### src/rtl/fpu_disp_pkg.sv
// rtl/fpu_disp_pkg.sv - shared types, segment codes and helpers for the FPU result display
package fpu_disp_pkg;

  typedef enum logic [1:0] {
    PAGE_HI  = 2'd0,
    PAGE_LO  = 2'd1,
    PAGE_CNT = 2'd2
  } page_t;

  // Active-low segment patterns, bit order g..a
  localparam logic [6:0] SEG_0 = 7'h40;
  localparam logic [6:0] SEG_1 = 7'h79;
  localparam logic [6:0] SEG_2 = 7'h24;
  localparam logic [6:0] SEG_3 = 7'h30;
  localparam logic [6:0] SEG_4 = 7'h19;
  localparam logic [6:0] SEG_5 = 7'h12;
  localparam logic [6:0] SEG_6 = 7'h02;
  localparam logic [6:0] SEG_7 = 7'h78;
  localparam logic [6:0] SEG_8 = 7'h00;
  localparam logic [6:0] SEG_9 = 7'h10;
  localparam logic [6:0] SEG_A = 7'h08;
  localparam logic [6:0] SEG_B = 7'h03;
  localparam logic [6:0] SEG_C = 7'h46;
  localparam logic [6:0] SEG_D = 7'h21;
  localparam logic [6:0] SEG_E = 7'h06;
  localparam logic [6:0] SEG_F = 7'h0E;

  localparam logic [17:0] CNT_MAX = 18'h3FFFF;

  function automatic logic [6:0] hex_to_seg(input logic [3:0] nib);
    logic [6:0] seg;
    case (nib)
      4'h0: seg = SEG_0;
      4'h1: seg = SEG_1;
      4'h2: seg = SEG_2;
      4'h3: seg = SEG_3;
      4'h4: seg = SEG_4;
      4'h5: seg = SEG_5;
      4'h6: seg = SEG_6;
      4'h7: seg = SEG_7;
      4'h8: seg = SEG_8;
      4'h9: seg = SEG_9;
      4'hA: seg = SEG_A;
      4'hB: seg = SEG_B;
      4'hC: seg = SEG_C;
      4'hD: seg = SEG_D;
      4'hE: seg = SEG_E;
      default: seg = SEG_F;
    endcase
    return seg;
  endfunction

endpackage

### src/rtl/key_debounce.sv
// rtl/key_debounce.sv - push-button synchronizer, debouncer and press pulse generator
module key_debounce
  import fpu_disp_pkg::*;
#(
  parameter int DEBOUNCE_CYCLES = 500_000
) (
  input  logic i_clk,
  input  logic i_rst_n,
  input  logic i_key_n,
  output logic o_press
);

  localparam int CW = $clog2(DEBOUNCE_CYCLES + 1);
  localparam logic [CW-1:0] LAST = CW'(DEBOUNCE_CYCLES - 1);

  logic          sync1;
  logic          sync2;
  logic          level;
  logic [CW-1:0] cnt;

  // The count holds the number of consecutive samples that disagreed with the
  // accepted level; reaching DEBOUNCE_CYCLES samples flips the level.
  always_ff @(posedge i_clk or negedge i_rst_n) begin
    if (!i_rst_n) begin
      sync1   <= 1'b1;
      sync2   <= 1'b1;
      level   <= 1'b1;
      cnt     <= '0;
      o_press <= 1'b0;
    end else begin
      sync1   <= i_key_n;
      sync2   <= sync1;
      o_press <= 1'b0;
      if (sync2 == level) begin
        cnt <= '0;
      end else if (cnt == LAST) begin
        level   <= sync2;
        cnt     <= '0;
        o_press <= !sync2;
      end else begin
        cnt <= cnt + 1'b1;
      end
    end
  end

endmodule

### src/rtl/fpu_result_display.sv
// rtl/fpu_result_display.sv - captures FPU results and shows them on HEX, LEDR and LEDG
module fpu_result_display
  import fpu_disp_pkg::*;
#(
  parameter int DEBOUNCE_CYCLES = 500_000
) (
  input  logic        i_clk,
  input  logic        i_rst_n,
  input  logic        i_valid,
  output logic        o_ready,
  input  logic [31:0] i_z,
  input  logic        i_overflow,
  input  logic        i_underflow,
  input  logic        i_zero,
  input  logic [1:0]  i_key_n,
  output logic [17:0] o_ledr,
  output logic [8:0]  o_ledg,
  output logic [55:0] o_hex
);

  logic        press0, press1, both;
  logic        capture;
  logic [31:0] z_q;
  logic        ovf_q, unf_q, zero_q;
  logic        sticky_ovf, sticky_unf;
  logic [17:0] cnt_q;
  logic        hold_q;
  page_t       page_q, page_d;

  key_debounce #(.DEBOUNCE_CYCLES(DEBOUNCE_CYCLES)) u_key0 (
    .i_clk(i_clk), .i_rst_n(i_rst_n), .i_key_n(i_key_n[0]), .o_press(press0)
  );
  key_debounce #(.DEBOUNCE_CYCLES(DEBOUNCE_CYCLES)) u_key1 (
    .i_clk(i_clk), .i_rst_n(i_rst_n), .i_key_n(i_key_n[1]), .o_press(press1)
  );

  assign both    = press0 && press1;
  assign capture = i_valid && !hold_q;
  assign o_ready = !hold_q;

  always_ff @(posedge i_clk or negedge i_rst_n) begin
    if (!i_rst_n) begin
      z_q    <= '0;
      ovf_q  <= 1'b0;
      unf_q  <= 1'b0;
      zero_q <= 1'b0;
    end else if (capture) begin
      z_q    <= i_z;
      ovf_q  <= i_overflow;
      unf_q  <= i_underflow;
      zero_q <= i_zero;
    end
  end

  // A two-key chord clears the statistics and beats a same-cycle capture.
  always_ff @(posedge i_clk or negedge i_rst_n) begin
    if (!i_rst_n) begin
      sticky_ovf <= 1'b0;
      sticky_unf <= 1'b0;
      cnt_q      <= '0;
    end else if (both) begin
      sticky_ovf <= 1'b0;
      sticky_unf <= 1'b0;
      cnt_q      <= '0;
    end else if (capture) begin
      sticky_ovf <= sticky_ovf | i_overflow;
      sticky_unf <= sticky_unf | i_underflow;
      if (cnt_q != CNT_MAX) cnt_q <= cnt_q + 18'd1;
    end
  end

  always_ff @(posedge i_clk or negedge i_rst_n) begin
    if (!i_rst_n) begin
      page_q <= PAGE_HI;
      hold_q <= 1'b0;
    end else begin
      page_q <= page_d;
      if (press1 && !press0) hold_q <= !hold_q;
    end
  end

  always_comb begin
    page_d = page_q;
    if (press0 && !press1) begin
      case (page_q)
        PAGE_HI: page_d = PAGE_LO;
        PAGE_LO: page_d = PAGE_CNT;
        default: page_d = PAGE_HI;
      endcase
    end
  end

  always_comb begin
    o_ledr = '0;
    case (page_q)
      PAGE_HI: o_ledr = z_q[31:14];
      PAGE_LO: o_ledr = {4'b0, z_q[13:0]};
      default: o_ledr = cnt_q;
    endcase
  end

  assign o_ledg = {hold_q, 1'b0, page_q, sticky_unf, sticky_ovf, ovf_q, unf_q, zero_q};

  for (genvar k = 0; k < 8; k++) begin : g_hex
    assign o_hex[7*k +: 7] = hex_to_seg(z_q[4*k +: 4]);
  end

endmodule

### config.mk
export PLATFORM = sky130hd
export DESIGN_NAME = fpu_result_display
export DESIGN_NICKNAME = d
export VERILOG_FILES = /design/src/rtl/fpu_disp_pkg.sv /design/src/rtl/key_debounce.sv /design/src/rtl/fpu_result_display.sv
export SDC_FILE = /design/constraint.sdc
export NUM_CORES = 1
export LEC_CHECK = 0
export CELL_PAD_IN_SITES_DETAIL_PLACEMENT = 0
export CELL_PAD_IN_SITES_GLOBAL_PLACEMENT = 1
export CORE_MARGIN = 2
export CORE_UTILIZATION = 44
export DETAILED_ROUTE_END_ITERATION = 16
export PLACE_DENSITY = 0.95
export SYNTH_ARGS = -nofsm -noshare
export SYNTH_HDL_FRONTEND = slang
export SYNTH_SLANG_ARGS = --single-unit
### constraint.sdc
create_clock -name i_clk -period 3.12 [get_ports i_clk]
set_clock_uncertainty 0.2 [all_clocks]
set_input_delay 0.936 -clock i_clk [delete_from_list [all_inputs] [get_ports i_clk]]
set_output_delay 0.936 -clock i_clk [all_outputs]
set_load 0.05 [all_outputs]
Word-level counts from Yosys, hierarchy flattened
Memory sizes are Yosys's and may differ from the RTL's.
Cells that the tools add are included.
{"block": "word_totals", "register_bits": 104, "romBits": 896, "in_bits": 40, "out_inout_bits": 84, "wordCells": 72, "n_memories": 8}
{"block": "classes", "addsub": 3, "eq_ne": 6, "muxes": 17, "bitwise": 4, "n_reduce_logical": 15}
{"memory": "(name not given)", "depth": 16, "width": 7, "rd": 1, "rd_clocked_by_memory_dff": 0, "write_ports": 0, "line_no": "fpu_disp_pkg.sv:32", "text": "case (nib)"}
{"memory": "(name not given)", "depth": 16, "width": 7, "rd": 1, "rd_clocked_by_memory_dff": 0, "write_ports": 0, "line_no": "fpu_disp_pkg.sv:32"}
{"memory": "(name not given)", "depth": 16, "width": 7, "rd": 1, "rd_clocked_by_memory_dff": 0, "write_ports": 0, "line_no": "fpu_disp_pkg.sv:32"}
{"memory": "(name not given)", "depth": 16, "width": 7, "rd": 1, "rd_clocked_by_memory_dff": 0, "write_ports": 0, "line_no": "fpu_disp_pkg.sv:32"}
{"memory": "(name not given)", "depth": 16, "width": 7, "rd": 1, "rd_clocked_by_memory_dff": 0, "write_ports": 0, "line_no": "fpu_disp_pkg.sv:32"}
{"memory": "(name not given)", "depth": 16, "width": 7, "rd": 1, "rd_clocked_by_memory_dff": 0, "write_ports": 0, "line_no": "fpu_disp_pkg.sv:32"}
{"memory": "+2 memories"}
{"cell": "19-bit 2-to-1 mux", "n": 4}
{"cell": "18-bit 2-to-1 mux", "n": 3}
{"cell": "19-bit by 1-bit adder with 19-bit output (second input constant)", "n": 2}
{"cell": "19-bit == test (second input constant)", "n": 2}
{"cell": "18-bit one-hot mux with 2 select lines", "n": 1}
{"cell": "18-bit by 1-bit adder with 18-bit output (second input constant)", "n": 1}
{"cell": "18-bit inequality test (second input constant)", "n": 1}
{"cell": "1-bit 2-to-1 mux", "n": 8}
{"cell": "2-bit AND reduction", "n": 3}
{"cell": "1-bit zero test", "n": 5}
{"cell": "1-bit logical AND", "n": 4}
{"cell": "2-bit one-hot mux with 2 select lines", "n": 1}
{"cell": "2-bit nonzero test", "n": 2}
{"cell": "1-bit == test", "n": 2}
{"cell": "2-bit by 1-bit == test with 1-bit output (second input constant)", "n": 1}
{"cell": "2-bit zero test", "n": 1}
{"cell": "1-bit inverter", "n": 2}
{"cell": "1-bit bitwise OR", "n": 2}

Logic depth before layout (Yosys ltp)
{"block": "depth", "depth_word": 4, "ltp_mapped": 6}

Modules after synthesis
From an unflattened synthesis, not the netlist that was laid out.
{"block": "unflattened", "cells_unflattened": 774, "area_unflattened_um2": 7143.1}
{"module": "fpu_result_display", "instances": 1, "cells_per_inst": 554, "area_each_um2": 4898.4, "seq_area_each_um2": 1451.4}
{"module": "key_debounce", "instances": 2, "cells_per_inst": 110, "area_each_um2": 1122.3, "seq_area_each_um2": 579.3}

Least setup slack after synthesis
OpenSTA, ideal clock, no wires.
{"block": "synth_path", "kind": "reg-to-output", "startpoint": "reg page_q[0]", "endpoint": "out o_ledr[1]", "t_arrival_ns": 2.689, "t_required_ns": 1.984, "setup_slack_ns": -0.705, "stages_incl_launch_ff": 5, "cell_sequence": "dfrtp_1 -> clkbuf_1 -> buf_1 -> mux2i_1 -> o21ai_0"}
{"block": "synth_between", "elab_chain_cells": 2, "word_cells_on_any_way": 3, "cone_classes": "eq/ne: 1; mux: 1; reduce/logical: 1"}
{"item": "start, declared", "line_no": "fpu_result_display.sv:28", "text": "page_t page_q, page_d;"}
{"item": "start signal, assigned", "line_no": "fpu_result_display.sv:77", "text": "page_q <= page_d;"}
{"item": "2-bit by 1-bit == test with 1-bit output or 2-bit zero test (tied branches)", "line_no": "fpu_result_display.sv:95", "text": "case (page_q)"}
{"item": "18-bit one-hot mux with 2 select lines (*)", "line_no": "fpu_result_display.sv:95"}
{"item": "end, declared", "line_no": "fpu_result_display.sv:16", "text": "output logic [17:0] o_ledr,"}
Mark *: on every way between the ends. The rest lies on a longest branch, timed or not.

Worst setup path in the final report
{"block": "layout_path", "startpoint": "reg z_q[5]", "endpoint": "out o_hex[7]"}
{"block": "layout_between", "elab_chain_cells": 1}
{"item": "start, declared", "line_no": "fpu_result_display.sv:23", "text": "logic [31:0] z_q;"}
{"item": "start signal, assigned", "line_no": "fpu_result_display.sv:48", "text": "z_q <= i_z;"}
{"item": "memory 16 x 7 bit"}
{"item": "end, declared", "line_no": "fpu_result_display.sv:18", "text": "output logic [55:0] o_hex"}
No other way between the ends.

==> impl_metrics.json <==
{
  "synth_top_cell_area_share_pct": 34.7,
  "drtIter0Drc": 288,
  "drive_gt1_share_pct": 24.4,
  "p_total_mw": 4.77,
  "cts_hold_buf": 0,
  "portBuffers": 122,
  "grt_usage_pct": 20.7,
  "vias_per_cell": 5.41,
  "cp-start-kind": "flip-flop",
  "most-common-layout-cells": "83 x dfrtp_1, 82 x nand2_1, 67 x nor2_1",
  "cts_made_buffers": 9,
  "syn_area_mm2": 0.00706,
  "min_period_ps": 3050,
  "grt_overflow_total": 0,
  "wl_per_cell_um": 15.6,
  "fillers": 1336,
  "hp-class": "reg2reg",
  "ys_ff_latch": 104,
  "wl_mm": 17.2,
  "fin_cells": 1106,
  "drv_slew": 0,
  "synth_top_area_cell": "dfrtp_1",
  "area_delta_synth_final_pct": 34.0,
  "start_util_pct": 44.8,
  "clk_pin_slew_ps": 70,
  "fmaxAchievable_mhz": 328,
  "pre_cts_slack_ps": 215,
  "synth-seq-area-share_pct": 37.0,
  "yosys_warnings": 0,
  "dp_hpwl_mm": 12.6,
  "core_mm2": 0.0158,
  "critPathCaptureType": "output port",
  "crit_type": "reg2out",
  "clock-root-buffer": "clkbuf_16",
  "ir_drop_uv": 319,
  "hold_depth": 0,
  "placedCellCount": 1081,
  "grt_pass1_vias": 5855,
  "synth.distinct_cells": 63,
  "die_h_um": 131,
  "drtAntennaViolNets": 0,
  "dieArea_mm2": 0.0171,
  "rows": 46,
  "power_density_mw_per_mm2": 504,
  "ys_async_sr_fraction_pct": 100,
  "synthFlopType": "dfrtp_1",
  "antenna_found_initial": 0,
  "syn_nets": 864,
  "syn_inst": 773,
  "io_pins": 124,
  "grt_pass1_wl_mm": 28.2,
  "clock_latency_ps": 360,
  "first_pass_iters": 4,
  "die_x_um": 131,
  "finalHoldViolCount": 0,
  "vias": 5983,
  "critPathMaxFanout": 5,
  "worst_slack_ps": 68.1,
  "multi_input_comb_area_mm2": 0.00419,
  "grt_max_degree": 45,
  "p_leak_nw": 3.98,
  "worstMarginPinSlew_ps": 831,
  "r2r_cells": 4,
  "globalplace.congestion": 0.826,
  "syn_area_per_cell_um2": 9.14,
  "cts_tree": "built",
  "final_util_pct": 60.0,
  "fin_crit_sh_pct": 97.8,
  "cp.arrival_ps": 1920,
  "register_area_mm2": 0.00263,
  "final_common_cell": "dfrtp_1",
  "diodes": 0,
  "h-tree-depth": 3,
  "final_nets": 976,
  "relSlewSlack_pct": 44.1,
  "tns_ps": 0,
  "clock_sinks": 104,
  "status": "completed",
  "clock_path_buffers": 2,
  "synth_edf_count": 0,
  "setup_viol": 0,
  "drc_errors": 0,
  "maxCapViolations": 0,
  "required_ps": 1980,
  "ys_top_cells_by_area": "dfrtp_1 35%, ha_1 9.0%, mux2i_1 5.7%, nand2_1 4.4%, o21ai_0 4.3%"
}
[flip-flops by register name, indices dropped and copies added (netlist names), 2 cells and up]
signal and count:
cnt_q 18, u_key1.cnt 19, u_key0.cnt 19, z_q 32
page_q 2
[metal layers]
| layer | global-route usage, % | wire length [um] |
|---|---|---|
| met5 | 0 | 0 |
| met3 | 4.40 | 761 |
| met2 | 35.0 | 8250 |
| met1 | 27.3 | 7980 |
| met4 | 4.88 | 207 |
[cell families after synthesis]
family,synth area share [%]
AND/OR/NAND/NOR,20.6
AO/OA/AOI/OAI,13.6
flip-flops,37.0
buffers and inverters,5.10
multiplexers,11.2
adder cells (fa/ha/maj),9.03
XOR/XNOR,3.47
other,0.0531
[per-stage QoR]
stage	cell area, um^2	hold WS (ps)
floorplan	7110	145
global placement	8990	147
detailed placement	8990	148
CTS	9360	158
global route	9470	161
finish	9470	157
[worst paths after layout]
path | start | to | slack, ps
max | z_q[5]$_DFFE_PN0P_ | o_hex[7] | 70
min | u_key1.sync1$_DFF_PN1_ | u_key1.sync2$_DFF_PN1_ | 160
max reg2reg | u_key1.cnt[15]$_DFF_PN0_ | u_key1.cnt[7]$_DFF_PN0_ | 870
min reg2reg | u_key1.sync1$_DFF_PN1_ | u_key1.sync2$_DFF_PN1_ | 160
max in group asynchronous | i_rst_n | z_q[24]$_DFFE_PN0P_ | 1570
min in group asynchronous | i_rst_n | u_key1.cnt[1]$_DFF_PN0_ | 360
[worst max-delay path: stages (launching register included)]
cell and delay (ps):
dfrtp_2 450, inv_2 100, ha_2 220, nor2b_1 70, or3b_2 470, o21ai_2 90, buf_12 160
[report_power, final]
part           internal (mW)  total [mW]  switching, mW
sequential              1.46        1.64          0.188
clock                  0.789        1.32          0.527
combinational          0.780        1.81           1.03
[cell type report]
cell class / count / share of cell area [%]
Tap cell: 216 / 2.86
Timing Repair Buffer: 149 / 20.0
Clock buffer: 10 / 2.42
Sequential cell: 104 / 27.8
Inverter: 36 / 1.45
Clock inverter: 6 / 1.19
Multi-Input combinational cell: 585 / 44.3
[cell usage after synthesis (12+ instances only)]
cell type and number:
clkbuf_1 26, a22o_1 12, nor2b_1 16, a21oi_1 38, mux2i_1 40, o31ai_1 14, nor4_1 14, xnor2_1 19
nand2_1 82, inv_1 36, nor2_1 67, mux2_2 23, o21ai_0 60, ha_1 51, dfrtp_1 98, nand3_1 19
[timing repair]
item	in CTS	in global routing
cloned	0	0
resized for setup	25	16
endpoints found under the hold margin	0	0
buffers inserted	0	9
endpoints found under the setup margin	12	17
Power figures use the tool's default switching activity.
==> RTL edit 1, RTL diff (config.mk and constraints unchanged) <==
Register the output `o_ledg`, cleared by the reset; this adds one clock of latency there. The other outputs are not delayed to match.
--- a/src/rtl/fpu_result_display.sv
+++ b/src/rtl/fpu_result_display.sv
@@ -99,7 +99,13 @@
     endcase
   end
 
-  assign o_ledg = {hold_q, 1'b0, page_q, sticky_unf, sticky_ovf, ovf_q, unf_q, zero_q};
+  always_ff @(posedge i_clk or negedge i_rst_n) begin
+    if (!i_rst_n) begin
+      o_ledg <= '0;
+    end else begin
+      o_ledg <= {hold_q, 1'b0, page_q, sticky_unf, sticky_ovf, ovf_q, unf_q, zero_q};
+    end
+  end
 
   for (genvar k = 0; k < 8; k++) begin : g_hex
     assign o_hex[7*k +: 7] = hex_to_seg(z_q[4*k +: 4]);
Check against the original RTL: not equivalent (Yosys sat finds a counterexample within 4 cycles, from zero or initial values and one cycle with i_rst_n low).
==> RTL edit 1 against the unedited design <==
Die area increased by 1.9%; synthesized cell count unchanged; sequential cell count increased by 8; worst setup slack improved by 0.0051 ns; critical path type unchanged; critical endpoint is now o_hex[52]; highest routed layer is now met5; design area increased by 1.2%; routed wire length increased by 0.67%; power decreased by 2.1%; sequential share of layout area increased by 1.8 points; critical path depth decreased by 1; final cell count decreased by 0.36%; sequential power increased by 5%; area after synthesis increased by 2.0%; largest power group unchanged.
==> RTL edit 1: results (changes against the unedited design) <==
| Metric | Value |
|---|---|
| Run status | `finished clean` |
| Registers with the highest flip-flop counts | `z_q: 32 flops, u_key0.cnt: 19 flops, u_key1.cnt: 19 flops` |
| Clock H-tree levels | `3 (unchanged)` |
| Number of optimization iterations in the first detailed-route pass | `4 (unchanged)` |
| Number of port buffers | `122 (unchanged)` |
| YS warnings | `0 (unchanged)` |
| Type of the tightest min-delay check | `flip-flop to flip-flop` |
| Unique cell type count in the Yosys netlist | `58 (-7.9%)` |
| Most used DFF post-synth | `dfrtp_1` |
| Number of buffers created by CTS | `9 (unchanged)` |
| Global router's overall resource usage | `0.2026 (-0.003963)` |
| Cells taking the most area after synthesis | `dfrtp_1 37%, ha_1 8.9%, mux2i_1 5.4%, o21ai_0 4.7%, nand2_1 4.0%` |
| Endpoint arrival time on the critical path | `1.91 ns` |
| Antenna violations before repair | `1 (+1)` |
| Synth top cells by count | `106 x dfrtp_1, 76 x nand2_1, 68 x o21ai_0` |
| Worst-case clock buffer depth | `2 (unchanged)` |
| Maximum number of pins on one net before global-route repair | `45 (unchanged)` |
| Dpl hpwl | `12,760 um (+1.7%)` |
| Syn_nets | `864 (unchanged)` |
| Clock transition time at the flip-flop clock pins of the worst setup and hold paths | `0.08 ns` |
| Count of filler cells inserted in the layout | `1,333 (-0.22%)` |
| Remaining routing DRC violations | `0 (unchanged)` |
| Insertion delay to the later sink of the worst-skew pair | `0.36 ns (about the same)` |
| Placer Congestion | `0.8231 (-0.38%)` |
| VDD IR-drop max | `0.0003590 V (+12%)` |
| Count of routing violations after the opening detailed-route iteration | `357 (+24%)` |
| Final-stage net count | `972 (-0.41%)` |
| Part of the Yosys area used for sequential elements | `0.3901 (+0.02060)` |
| Wire length of the first global-routing pass | `29,290 um (+3.9%)` |
| CP Max Fanout | `6 (+1)` |
| Share of final-layout standard cells stronger than drive strength 1 | `0.2381 (-0.005671)` |
| Clock root buffer | `clkbuf_16` |
| Routed wire length | `17,320 um (+0.67%)` |
| Relative slew slack | `0.3634 (-0.07754)` |
| Antenna diode instance count | `0 (unchanged)` |
| Overflow left after global routing | `0 (unchanged)` |
| Number of global-route vias before repair | `5,809 (-0.79%)` |
| Total number of vias | `6,052 (+1.2%)` |
| Post-Place Worst Slack | `0.2321 ns (+0.01696 ns)` |
| Static leakage power | `0.004048 uW (+1.6%)` |
| Asr flop ratio synth | `1.000 (unchanged)` |
## RTL edit 1: critical path, stage by stage (launching register included)
cell and delay, ns:
dfrtp_2 0.45, inv_2 0.09, ha_1 0.29, inv_1 0.05, mux4_2 0.46, buf_4 0.21
## RTL edit 1: repair_timing
item | 4_1_cts | 5_1_grt
hold buffers | 0 | 0
endpoints found under the setup margin | 11 | 20
gates resized for setup | 23 | 25
buffers inserted | 1 | 2
## RTL edit 1: layout make-up
| cell class | count | area (um^2) | share of cell area |
|---|---|---|---|
| flip-flops and latches | 112 | 2829 | 0.2952 |
| well taps | 216 | 270.3 | 0.02821 |
| clock inverters | 6 | 62.56 | 0.006529 |
| multi-input cells | 586 | 4207 | 0.4390 |
| inverters | 30 | 112.6 | 0.01175 |
| clock buffers | 10 | 229.0 | 0.02390 |
| repair buffers | 142 | 1872 | 0.1954 |
## RTL edit 1: logic make-up after synthesis
| group | count (synthesis) | synth area share |
|---|---|---|
| flip-flops | 112 | 0.3901 |
| buffers and inverters | 75 | 0.04099 |
| multiplexers | 70 | 0.1120 |
| other | 1 | 0.0005206 |
| adder cells (fa/ha/maj) | 51 | 0.08859 |
| AND/OR/NAND/NOR | 281 | 0.2043 |
| XOR/XNOR | 26 | 0.03161 |
| AO/OA/AOI/OAI | 157 | 0.1318 |
## RTL edit 1: routing by layer
layer | wire (um) | global-route usage | share of wire
met5 | 13 | 0 | 0.00075
met4 | 233 | 0.05676 | 0.013
met3 | 764 | 0.04344 | 0.044
met2 | 8302 | 0.3273 | 0.48
met1 | 8001 | 0.2756 | 0.46
## RTL edit 1: power by group
| group | internal [uW] | switching (uW) |
|---|---|---|
| logic | 779 | 1010 |
| clock network | 564 | 578 |
| registers | 1550 | 182 |
| total | 2890 | 1770 |
## RTL edit 1: worst paths after layout
check	startpoint	end	slack (ns)	depth (start not counted)
worst max-delay path	z_q[28]$_DFFE_PN0P_	o_hex[52]	0.07	5
worst min register to register	u_key1.sync1$_DFF_PN1_	u_key1.sync2$_DFF_PN1_	0.16	0
min in group asynchronous	i_rst_n	u_key1.cnt[3]$_DFF_PN0_	0.27	1
worst min-delay path	u_key1.sync1$_DFF_PN1_	u_key1.sync2$_DFF_PN1_	0.16	0
worst max register to register	u_key1.cnt[11]$_DFF_PN0_	u_key1.cnt[2]$_DFF_PN0_	0.70	4
max in group asynchronous	i_rst_n	z_q[28]$_DFFE_PN0P_	1.80	2
## RTL edit 1: through the flow
step	instances	hold WS, ns	power [uW]	cell area (um^2)	TNS, ns
finish	1102	0.1588	4667	9582	0
global route	1102	0.1658	4891	9582	-0.02385
CTS	1100	0.1604	4681	9512	0
detailed placement	1083	0.1481	3517	9176	0
global placement	1083	0.1464	3488	9176	0
floorplan	773	0.1452	2742	7232	-0.03621
==> RTL edit 2, RTL diff (config.mk and constraints unchanged) <==
Without the edit above. `DEBOUNCE_CYCLES` is set to 500_000 in 2 places; all go to 250_000.
--- a/src/rtl/key_debounce.sv
+++ b/src/rtl/key_debounce.sv
@@ -2,7 +2,7 @@
 module key_debounce
   import fpu_disp_pkg::*;
 #(
-  parameter int DEBOUNCE_CYCLES = 500_000
+  parameter int DEBOUNCE_CYCLES = 250_000
 ) (
   input  logic i_clk,
   input  logic i_rst_n,
--- a/src/rtl/fpu_result_display.sv
+++ b/src/rtl/fpu_result_display.sv
@@ -2,7 +2,7 @@
 module fpu_result_display
   import fpu_disp_pkg::*;
 #(
-  parameter int DEBOUNCE_CYCLES = 500_000
+  parameter int DEBOUNCE_CYCLES = 250_000
 ) (
   input  logic        i_clk,
   input  logic        i_rst_n,
Check against the original RTL: no difference found for any inputs over 4 cycles, from zero or initial values and one cycle with i_rst_n low; that may be too few to reach the edited logic, so the function may still have changed.
==> RTL edit 2 against the unedited design <==
Utilization increased by 0.75 points; sequential cell count decreased by 2; area after synthesis decreased by 2.2%; power decreased by 5.4%; count of clock-buffer cells in the layout unchanged; routed wire length decreased by 1.7%; sequential share of layout area about the same; worst setup slack got worse by 0.0054 ns; global-route usage decreased by 0.45 points; design area decreased by 2.0%; synthesized cell count increased by 1.2%; register-to-register slack improved by 0.06 ns; worst hold slack got worse by 0.0013 ns; largest cell class unchanged; largest power group unchanged.
==> RTL edit 2: results (changes against the unedited design) <==
| Metric | Value |
|---|---|
| Run status | `finished clean` |
| Critical register-to-register path endpoint | `cnt_q[13]$_DFFE_PN0P_` |
| Wire length of the first global-routing pass | `27,310 um (-3.1%)` |
| Maximum number of pins on one net before global-route repair | `41 (-8.9%)` |
| Cells taking the most area after synthesis | `dfrtp_1 35%, ha_1 9.2%, nand2_1 6.6%, mux2i_1 5.6%, nor2_1 3.7%` |
| Clock network power consumption | `1150 uW (-13%)` |
| CP Max Fanout | `7 (+2)` |
| Dpl hpwl | `12,480 um (-0.59%)` |
| Post-CTS setup-driven buffer insertion count | `2 (+2)` |
| Worst reg2reg path startpoint | `cnt_q[8]$_DFFE_PN0P_` |
| Combinational power share | `0.380 (about the same)` |
| Count of routing violations after the opening detailed-route iteration | `345 (+20%)` |
| Routed wire length per instance | `15.31 um (-1.5%)` |
| Part of the Yosys area used for sequential elements | `0.3705 (+0.0009203)` |
| Post-CTS Resized | `23 (-8.0%)` |
| Relative slew slack | `0.4830 (+0.04201)` |
| Placer Congestion | `0.8538 (+3.3%)` |
| Total number of vias | `5,928 (-0.92%)` |
| Final-stage net count | `979 (+0.31%)` |
| Number of global-route vias before repair | `5,601 (-4.3%)` |
| Hold endpoint | `u_key0.sync2$_DFF_PN1_` |
| Routing usage on met1 | `0.2714 (-0.001441)` |
| Synth top cells by count | `122 x nand2_1, 96 x dfrtp_1, 68 x nor2_1` |
| VDD IR-drop max | `0.0002661 V (-17%)` |
| Placed instance area | `8884 um^2 (-1.1%)` |
| GRT met2 Usage | `0.3458 (-0.004057)` |
| Post-Synthesis Mean Instance Area | `8.837 um^2 (-3.3%)` |
| Number of optimization iterations in the first detailed-route pass | `5 (+1)` |
| Setup slack of the most critical reg-to-reg path | `0.93 ns (+0.06 ns)` |
| Min-delay src | `u_key0.sync1$_DFF_PN1_` |
| Static leakage power | `0.003889 uW (-2.3%)` |
| Net switching component of the power | `1684 uW (-3.4%)` |
| Post-layout total power | `4513 uW (-5.4%)` |
| Post-Place Worst Slack | `0.07433 ns (-0.1408 ns)` |
==> RTL edit 2: cell count changes in the layout (fill, tap and decap cells not counted), moves of 7 or more <==
cell,change
nand4_1,+8
mux2_2,-14
o21ai_0,-10
a21oi_1,-7
or4_1,+7
nand2_1,+40
buf_4,-7
==> RTL edit 2: logic make-up (layout without fill, tap and decap cells) <==
logic type,after synthesis,in the layout,share of synthesized area
compound gates,145,145,0.1360
xor+xnor,29,29,0.03675
fa+ha+maj,51,51,0.09234
buf+inv,83,194,0.04997
flops,102,102,0.3705
mux,55,55,0.09397
other cells,1,1,0.0005427
simple gates,316,316,0.2200
==> RTL edit 2: per-layer routing <==
metal / part of all wire / up-vias
li1: - / 2947
met4: 0.013 / 0
met2: 0.49 / 135
met5: 0 / -
met3: 0.040 / 18
met1: 0.46 / 2828
==> RTL edit 2: layout make-up <==
class	instances	area (um^2)
Inverter	36	135.1
Sequential cell	102	2576
Clock buffer	10	239.0
Tap cell	211	264.0
Multi-Input combinational cell	597	4149
Timing Repair Buffer	142	1842
Clock inverter	6	67.56
Fill cell	1291	5986
==> RTL edit 2: how the worst max path moves through the flow <==
| stage | from | endpoint | slack (ns) | depth (start not counted) |
|---|---|---|---|---|
| 2_1_floorplan | page_q[0]$_DFFE_PN0P_ | o_ledr[1] | -0.08 | 4 |
| 3_3_place_gp | i_valid | cnt_q[13]$_DFFE_PN0P_ | 0.13 | 5 |
| 3_5_place_dp | i_valid | cnt_q[13]$_DFFE_PN0P_ | 0.07 | 5 |
| 4_1_cts | z_q[17]$_DFFE_PN0P_ | o_hex[28] | 0.00007 | 6 |
| 5_1_grt | z_q[4]$_DFFE_PN0P_ | o_hex[7] | 0.0003 | 6 |
| 6_report | z_q[4]$_DFFE_PN0P_ | o_hex[7] | 0.06 | 6 |
